### config.mk
export PLATFORM = sky130hd
export DESIGN_NAME = serial_adder_flat
export DESIGN_NICKNAME = d
export VERILOG_FILES = /design/src/rtl/serial_adder_pkg.sv /design/src/rtl/serial_adder_if.sv /design/src/rtl/serial_adder_fa_bit.sv /design/src/rtl/serial_adder.sv /design/src/flat_wrapper.sv
export SDC_FILE = /design/constraint.sdc
export NUM_CORES = 1
export LEC_CHECK = 0
export ABC_AREA = 1
export BUFFER_PORTS_ARGS = -buffer_cell sky130_fd_sc_hd__buf_4
export CORE_MARGIN = 1.5
export CORE_UTILIZATION = 58
export DETAILED_ROUTE_END_ITERATION = 16
export GPL_TIMING_DRIVEN = 0
export PLACE_DENSITY_LB_ADDON = 0.05
export SYNTH_ARGS = -nofsm -noshare
export SYNTH_HDL_FRONTEND = slang
export SYNTH_SLANG_ARGS = --single-unit
### constraint.sdc
create_clock -name clk -period 1.82 [get_ports clk]
set_input_delay 0.455 -clock clk [delete_from_list [all_inputs] [get_ports clk]]
set_output_delay 0.455 -clock clk [all_outputs]
set_load 0.01 [all_outputs]
### src/rtl/serial_adder_pkg.sv
// Shared definitions for the bit-serial adder: FSM state encoding and counter sizing.
package serial_adder_pkg;

  typedef enum logic [1:0] {
    S_IDLE,
    S_RUN,
    S_DONE
  } state_t;

  // The counter must be able to hold WIDTH itself, not just WIDTH-1.
  function automatic int cnt_width(input int width);
    return $clog2(width + 1);
  endfunction

endpackage

### src/rtl/serial_adder_if.sv
// Operand/result bundle for serial_adder.
// SERIAL_ADDER_SUB_EN adds the sub select signal.
interface serial_adder_if #(
  parameter int WIDTH = 8
);
  logic             start;
  logic [WIDTH-1:0] a;
  logic [WIDTH-1:0] b;
  logic             cin;
`ifdef SERIAL_ADDER_SUB_EN
  logic             sub;
`endif
  logic             busy;
  logic             done;
  logic [WIDTH-1:0] sum;
  logic             cout;

  modport master (
`ifdef SERIAL_ADDER_SUB_EN
    output sub,
`endif
    output start, a, b, cin,
    input  busy, done, sum, cout
  );

  modport slave (
`ifdef SERIAL_ADDER_SUB_EN
    input  sub,
`endif
    input  start, a, b, cin,
    output busy, done, sum, cout
  );
endinterface

### src/rtl/serial_adder_fa_bit.sv
// One-bit full-adder cell used once per clock by serial_adder.
module fa_bit (
  input  logic a,
  input  logic b,
  input  logic c,
  output logic s,
  output logic cout
);
  assign s    = a ^ b ^ c;
  assign cout = (a & b) | (c & (a ^ b));
endmodule

### src/rtl/serial_adder.sv
// Bit-serial WIDTH-bit adder, LSB first, one full-adder step per clock.
// SERIAL_ADDER_SUB_EN enables a - b via the interface sub signal.
module serial_adder
  import serial_adder_pkg::*;
#(
  parameter int WIDTH = 8
) (
  input  logic               clk,
  input  logic               rst,
  serial_adder_if.slave      bus
);

  localparam int CW = cnt_width(WIDTH);

  state_t           state;
  logic [WIDTH-1:0] a_sr;
  logic [WIDTH-1:0] b_sr;
  logic [WIDTH-1:0] s_sr;
  logic             carry;
  logic [CW-1:0]    cnt;
  logic             busy_q;
  logic             done_q;
  logic [WIDTH-1:0] sum_q;
  logic             cout_q;

  logic [WIDTH-1:0] b_load;
  logic             c_load;
  logic             fa_s;
  logic             fa_c;

  always_comb begin
    b_load = bus.b;
    c_load = bus.cin;
`ifdef SERIAL_ADDER_SUB_EN
    // Two's-complement subtract: invert b and inject a carry of one.
    if (bus.sub) begin
      b_load = ~bus.b;
      c_load = 1'b1;
    end
`endif
  end

  fa_bit u_fa (
    .a    (a_sr[0]),
    .b    (b_sr[0]),
    .c    (carry),
    .s    (fa_s),
    .cout (fa_c)
  );

  // The shifting sum register is separate from the presented sum so a result
  // stays stable until the next one completes.
  always_ff @(posedge clk or posedge rst) begin
    if (rst) begin
      state  <= S_IDLE;
      a_sr   <= '0;
      b_sr   <= '0;
      s_sr   <= '0;
      carry  <= 1'b0;
      cnt    <= '0;
      busy_q <= 1'b0;
      done_q <= 1'b0;
      sum_q  <= '0;
      cout_q <= 1'b0;
    end else begin
      case (state)
        S_IDLE, S_DONE: begin
          done_q <= 1'b0;
          if (bus.start) begin
            a_sr   <= bus.a;
            b_sr   <= b_load;
            carry  <= c_load;
            cnt    <= '0;
            state  <= S_RUN;
            busy_q <= 1'b1;
          end else begin
            state  <= S_IDLE;
            busy_q <= 1'b0;
          end
        end
        S_RUN: begin
          a_sr  <= a_sr >> 1;
          b_sr  <= b_sr >> 1;
          s_sr  <= {fa_s, s_sr[WIDTH-1:1]};
          carry <= fa_c;
          cnt   <= cnt + CW'(1);
          if (cnt == CW'(WIDTH - 1)) begin
            state  <= S_DONE;
            busy_q <= 1'b0;
            done_q <= 1'b1;
            sum_q  <= {fa_s, s_sr[WIDTH-1:1]};
            cout_q <= fa_c;
          end
        end
        default: begin
          state  <= S_IDLE;
          busy_q <= 1'b0;
          done_q <= 1'b0;
        end
      endcase
    end
  end

  assign bus.busy = busy_q;
  assign bus.done = done_q;
  assign bus.sum  = sum_q;
  assign bus.cout = cout_q;

endmodule
### src/flat_wrapper.sv
// flat-port wrapper written by rule: the top's interface ports become plain ports
module serial_adder_flat import serial_adder_pkg::*;
#(
  parameter int WIDTH = 8
)
  (clk, rst, bus_start, bus_a, bus_b, bus_cin, bus_busy, bus_done, bus_sum, bus_cout);
  serial_adder_if #(.WIDTH(WIDTH)) bus_i ();
  input  logic clk;
  input  logic rst;
  input wire logic [$bits(bus_i.start)-1:0] bus_start;
  input wire logic [$bits(bus_i.a)-1:0] bus_a;
  input wire logic [$bits(bus_i.b)-1:0] bus_b;
  input wire logic [$bits(bus_i.cin)-1:0] bus_cin;
  output wire logic [$bits(bus_i.busy)-1:0] bus_busy;
  output wire logic [$bits(bus_i.done)-1:0] bus_done;
  output wire logic [$bits(bus_i.sum)-1:0] bus_sum;
  output wire logic [$bits(bus_i.cout)-1:0] bus_cout;
  assign bus_i.start = bus_start;
  assign bus_i.a = bus_a;
  assign bus_i.b = bus_b;
  assign bus_i.cin = bus_cin;
  assign bus_busy = bus_i.busy;
  assign bus_done = bus_i.done;
  assign bus_sum = bus_i.sum;
  assign bus_cout = bus_i.cout;
  serial_adder #(.WIDTH(WIDTH)) u_core (.clk(clk), .rst(rst), .bus(bus_i));
endmodule
# Word level (Yosys, flattened, before mapping)
# Index checks and enable logic that the tools add are counted.
[word_totals]
reg_bits = 42
input_bits = 20
output_inout_bits = 11
elab_cells = 42
[op_classes]
add_sub_neg = 1
eq_ne = 5
n_mux = 16
bitwise = 5
n_reduce_logical = 5
[ops]
columns = ["cell", "n"]
rows = [
  ["8-bit case mux with 2 select lines", 2],
  ["8-bit two-way mux", 2],
  ["4-bit case mux with 2 select lines", 1],
  ["1-bit two-way mux", 6],
  ["4-bit by 1-bit adder with 4-bit output (second input constant)", 1],
  ["4-bit by 3-bit equality test with 1-bit output (second input constant)", 1],
  ["4-bit two-way mux", 1],
  ["1-bit case mux with 2 select lines", 2],
  ["2-bit case mux with 2 select lines", 1],
  ["2-bit AND reduction", 2],
  ["1-bit bitwise AND", 2],
  ["2-bit by 1-bit equality test with 1-bit output (second input constant)", 1],
  ["2-bit equality test (second input constant)", 1],
  ["2-bit logical NOT", 1],
  ["2-bit two-way mux", 1],
  ["2-bit by 1-bit != test with 1-bit output (second input constant)", 1],
  ["2-bit != test (second input constant)", 1],
  ["2-bit nonzero test", 1],
  ["2-bit OR reduction", 1],
  ["1-bit bitwise XOR", 2],
  ["1-bit OR", 1],
]

# Longest topological paths before layout
[depth]
depth_word = 4
mapped_depth = 7
ltp_nobuf = 6

# Modules after synthesis
# From an unflattened synthesis, not the netlist that was laid out.
[unflattened]
cells_unflattened = 226
area_unflattened_um2 = 1798.0
[by_module_without_submodules]
columns = ["mod", "n_inst", "cells_each", "area_each_um2", "seq_area_each_um2"]
rows = [
  ["serial_adder", 1, 225, 1778.0, 1001.0],
  ["fa_bit", 1, 1, 20.0, 0.0],
]

# Least setup slack after synthesis
# OpenSTA, ideal clock, no wires.
[synth_timing]
kind = "reg-to-reg"
startpoint = "register u_core.a_sr[0]"
endpoint = "register u_core.s_sr[7]"
setup_time_ns = 0.126
arrival_ns = 0.988
required_ns = 1.694
setup_slack_ns = 0.706
path_stages_with_launch = 4
path_buffers = 0
period_less_slack_ns = 1.114
path_cell_list = "dfrtp_1 fa_1 nand2_1 o21ai_0"
[synth_via]
elab_chain_len = 2
[synth_rtl]
columns = ["item", "line_no", "source"]
rows = [
  ["start, declared", "serial_adder.sv:16", "logic [WIDTH-1:0] a_sr;"],
  ["start signal, assigned", "serial_adder.sv:70", "a_sr <= bus.a;"],
  ["start signal, assigned", "serial_adder.sv:82", "a_sr <= a_sr >> 1;"],
  ["1-bit bitwise XOR (2 in a row)", "serial_adder_fa_bit.sv:9", "assign s = a ^ b ^ c;"],
  ["via u_core.fa_s", "serial_adder.sv:28", "logic fa_s;"],
  ["end signal, assigned", "serial_adder.sv:84", "s_sr <= {fa_s, s_sr[WIDTH-1:1]};"],
  ["end, declared", "serial_adder.sv:18", "logic [WIDTH-1:0] s_sr;"],
]
# The timed path passes the listed nets, and every way through them passes these cells.
# A chain may end at the register's enable or synchronous reset.

==> results.py <==
metrics = {
    "status": {
        "status": "finished with violations",
        "violations": "DRC",
    },
    "synthesis": {
        "ys_async_sr_fraction_pct": 100,
        "yosysSeqAreaShare_pct": 56.1,
        "syn_nets": 243,
        "synth.distinct_cells": 17,
        "yosys_warnings": 0,
        "netlist.area_leader.share_pct": 56.1,
        "synth_flop_cell": "dfrtp_1",
        "synth-seq-cells": 39,
        "syn_area_mm2": 0.00174,
        "synth_cells": 221,
        "yosys.area.top_type": "dfrtp_1",
        "postSynthAreaPerCell_um2": 7.87,
        "synthTopCellsByArea": "dfrtp_1 (56%), nand2_1 (29%), inv_1 (4.5%)",
        "synth_edf_count": 0,
    },
    "drt": {
        "viasPerCell": 4.88,
        "dr.pass1.iters": 10,
        "drc": 6,
        "routed_wl_um": 3090,
        "drt-initial-drc-count": 39,
        "wire_per_inst_um": 10.7,
        "drtAntennaViolNets": 0,
        "vias": 1415,
    },
    "timing": {
        "rsz0062_at_grt": "false",
        "worstMarginPinSlew_ns": 0.801,
        "relSlewSlack_pct": 46.5,
        "fin_crit_ns": 1.40,
        "finalMaxSlewViolations": 0,
        "min_period_over_period_pct": 76.9,
        "skew_ns": 0.00828,
        "max_freq_mhz": 714,
        "finalHoldViolCount": 0,
        "setup_viol": 0,
        "setup_slack_ns": 0.420,
    },
    "power": {
        "comb_power_share_pct": 41.1,
        "p_leak_uw": 0.00121,
        "p_per_area_mw_per_mm2": 1650,
        "peakVddDrop_mv": 0.891,
        "p_switching_uw": 1340,
        "intPower_uw": 2080,
        "switching_share_pct": 39.1,
        "pwr-share-seq_pct": 44.3,
        "p_clk_share_pct": 14.6,
    },
    "critical_path": {
        "reg2reg_depth": 6,
        "timing.reg2reg.setup_slack_ns": 0.51,
        "cp-end-kind": "primary output",
        "reg2reg_from": "u_core.state[0]",
        "start_kind": "flop",
        "criticalPathCategory": "flop to primary output",
        "crit_fanout": 4,
        "crit_family": "flip-flops",
        "arrival_ns": 0.95,
        "regToRegEndpoint": "u_core.b_sr[3]",
        "cp.required_ns": 1.36,
        "cp_slowest_cell": "dfrtp_1",
        "slowest_delay_ns": 0.44,
        "worstPathCellList": "buf_4",
        "crit_buf_inv": 1,
    },
    "clock_tree": {
        "ctsResizeCount": 0,
        "h-tree-depth": 2,
        "clock_sinks": 39,
        "clk_pin_slew_worst_paths_ns": 0.11,
        "root_buffer": "clkbuf_4",
        "postCtsHoldBufs": 0,
        "cts_max_path_buffers": 2,
        "cts_tree": "done",
        "cts_buffers": 5,
        "clk_latency_ns": 0.34,
        "cts_setup_buffers": 0,
    },
    "cells_and_area": {
        "post-route-util_pct": 74.0,
        "nets": 280,
        "syn2layout_area_growth_pct": 19.4,
        "final_common_cell": "nand2_1",
        "layout_common_cells": "nand2_1 (136), dfrtp_1 (39), buf_4 (34), inv_1 (20), clkbuf_4 (5)",
        "antenna_cells": 0,
        "fin_area_mm2": 0.00208,
        "drive_above_1_share_pct": 19.7,
    },
    "global_route": {
        "grt_max_degree": 40,
        "grt_pass1_vias": 1288,
        "grt_util_all_layers_pct": 21.7,
        "antenna_found_initial": 0,
        "grt_first_pass_wirelength_um": 5440,
        "gr-total-overflow": 0,
    },
    "floorplanning": {
        "ios": 31,
        "start_util_pct": 62.0,
        "die-height_um": 57.8,
        "die_w_um": 57.8,
        "core_mm2": 0.00281,
        "core.rowCount": 19,
        "die_area_mm2": 0.00334,
    },
    "placed_design": {
        "port-buffer-count": 30,
        "dpl.hpwl_um": 2170,
        "place_congestion": 0.764,
        "post_dp_cell_area_mm2": 0.00200,
        "pre_cts_ws_ns": 0.395,
    },
    "min_path": {
        "hp-class": "primary input to async pin",
    },
    "run": {
        "cap_violations": 0,
    },
}
## layout make-up
cell class | instances | area, um^2
plain buffers | 5 | 41.3
clock buffers | 7 | 65.1
clock inverters | 1 | 7.51
fillers | 245 | 729
inverters | 22 | 82.6
multi-input cells | 155 | 639
flip-flops and latches | 39 | 976
well taps | 31 | 38.8
repair buffers | 30 | 225
## power by group through the flow
stage               Sequential, uW  Clock [uW]  Combinational [uW]
finish                        1520         501                1410
CTS                           1520         521                1430
global route                  1570         550                1640
global placement              1520           0                1390
floorplan                     1540           0                 962
detailed placement            1530           0                1430
## routing by layer
layer	track usage, %	vias up	routed length (um)
met4	8.31	0	42
met5	0	-	0
met1	28.0	637	1470
li1	-	729	-
met3	6.47	5	207
met2	34.7	44	1370
## synthesized netlist by cell type (2+ instances only)
| library cell | n |
|---|---|
| nand2_2 | 2 |
| nand3_1 | 4 |
| dfrtp_1 | 39 |
| inv_1 | 21 |
| nand2_1 | 136 |
| buf_4 | 4 |
| nor2_2 | 2 |
| o21ai_0 | 3 |
| nor2_1 | 2 |
## cells by family after synthesis
kind of cell | after synthesis | share of synthesized area, %
adders and majority gates | 2 | 1.87
DFF | 39 | 56.1
and+or+nand+nor | 149 | 33.7
buffers and inverters | 27 | 7.12
AOI/OAI and AO/OA | 4 | 1.15
## worst max-delay path by stage
stage                         start              to  slack, ns  cells after the start
finish              u_core.state[0]        bus_busy       0.42                      1
global placement                rst  u_core.a_sr[6]      -0.05                      2
detailed placement        bus_start  u_core.a_sr[1]       0.40                      8
floorplan                       rst  u_core.a_sr[0]       0.48                      1
CTS                 u_core.state[0]        bus_busy       0.40                      1
global route        u_core.bus.done        bus_done       0.37                      1
## per-stage QoR
| stage | TNS, ns | total power, uW | cells | hold slack [ns] |
|---|---|---|---|---|
| floorplan | 0 | 2500 | 221 | 0.442 |
| global placement | -2.00 | 2910 | 282 | 0.456 |
| detailed placement | 0 | 2960 | 282 | 0.458 |
| CTS | 0 | 3470 | 290 | 0.283 |
| global route | 0 | 3750 | 290 | 0.299 |
| finish | 0 | 3420 | 290 | 0.258 |
## flip-flops by register name, indices dropped and copies added, names as in the netlist
signal	flops
u_core.b_sr	8
u_core.a_sr	8
u_core.state	1
u_core.bus.done	1
u_core.bus.cout	1
u_core.s_sr	7
u_core.carry	1
u_core.cnt	4
u_core.bus.sum	8
Note: power is estimated with default switching activity, not from simulation.
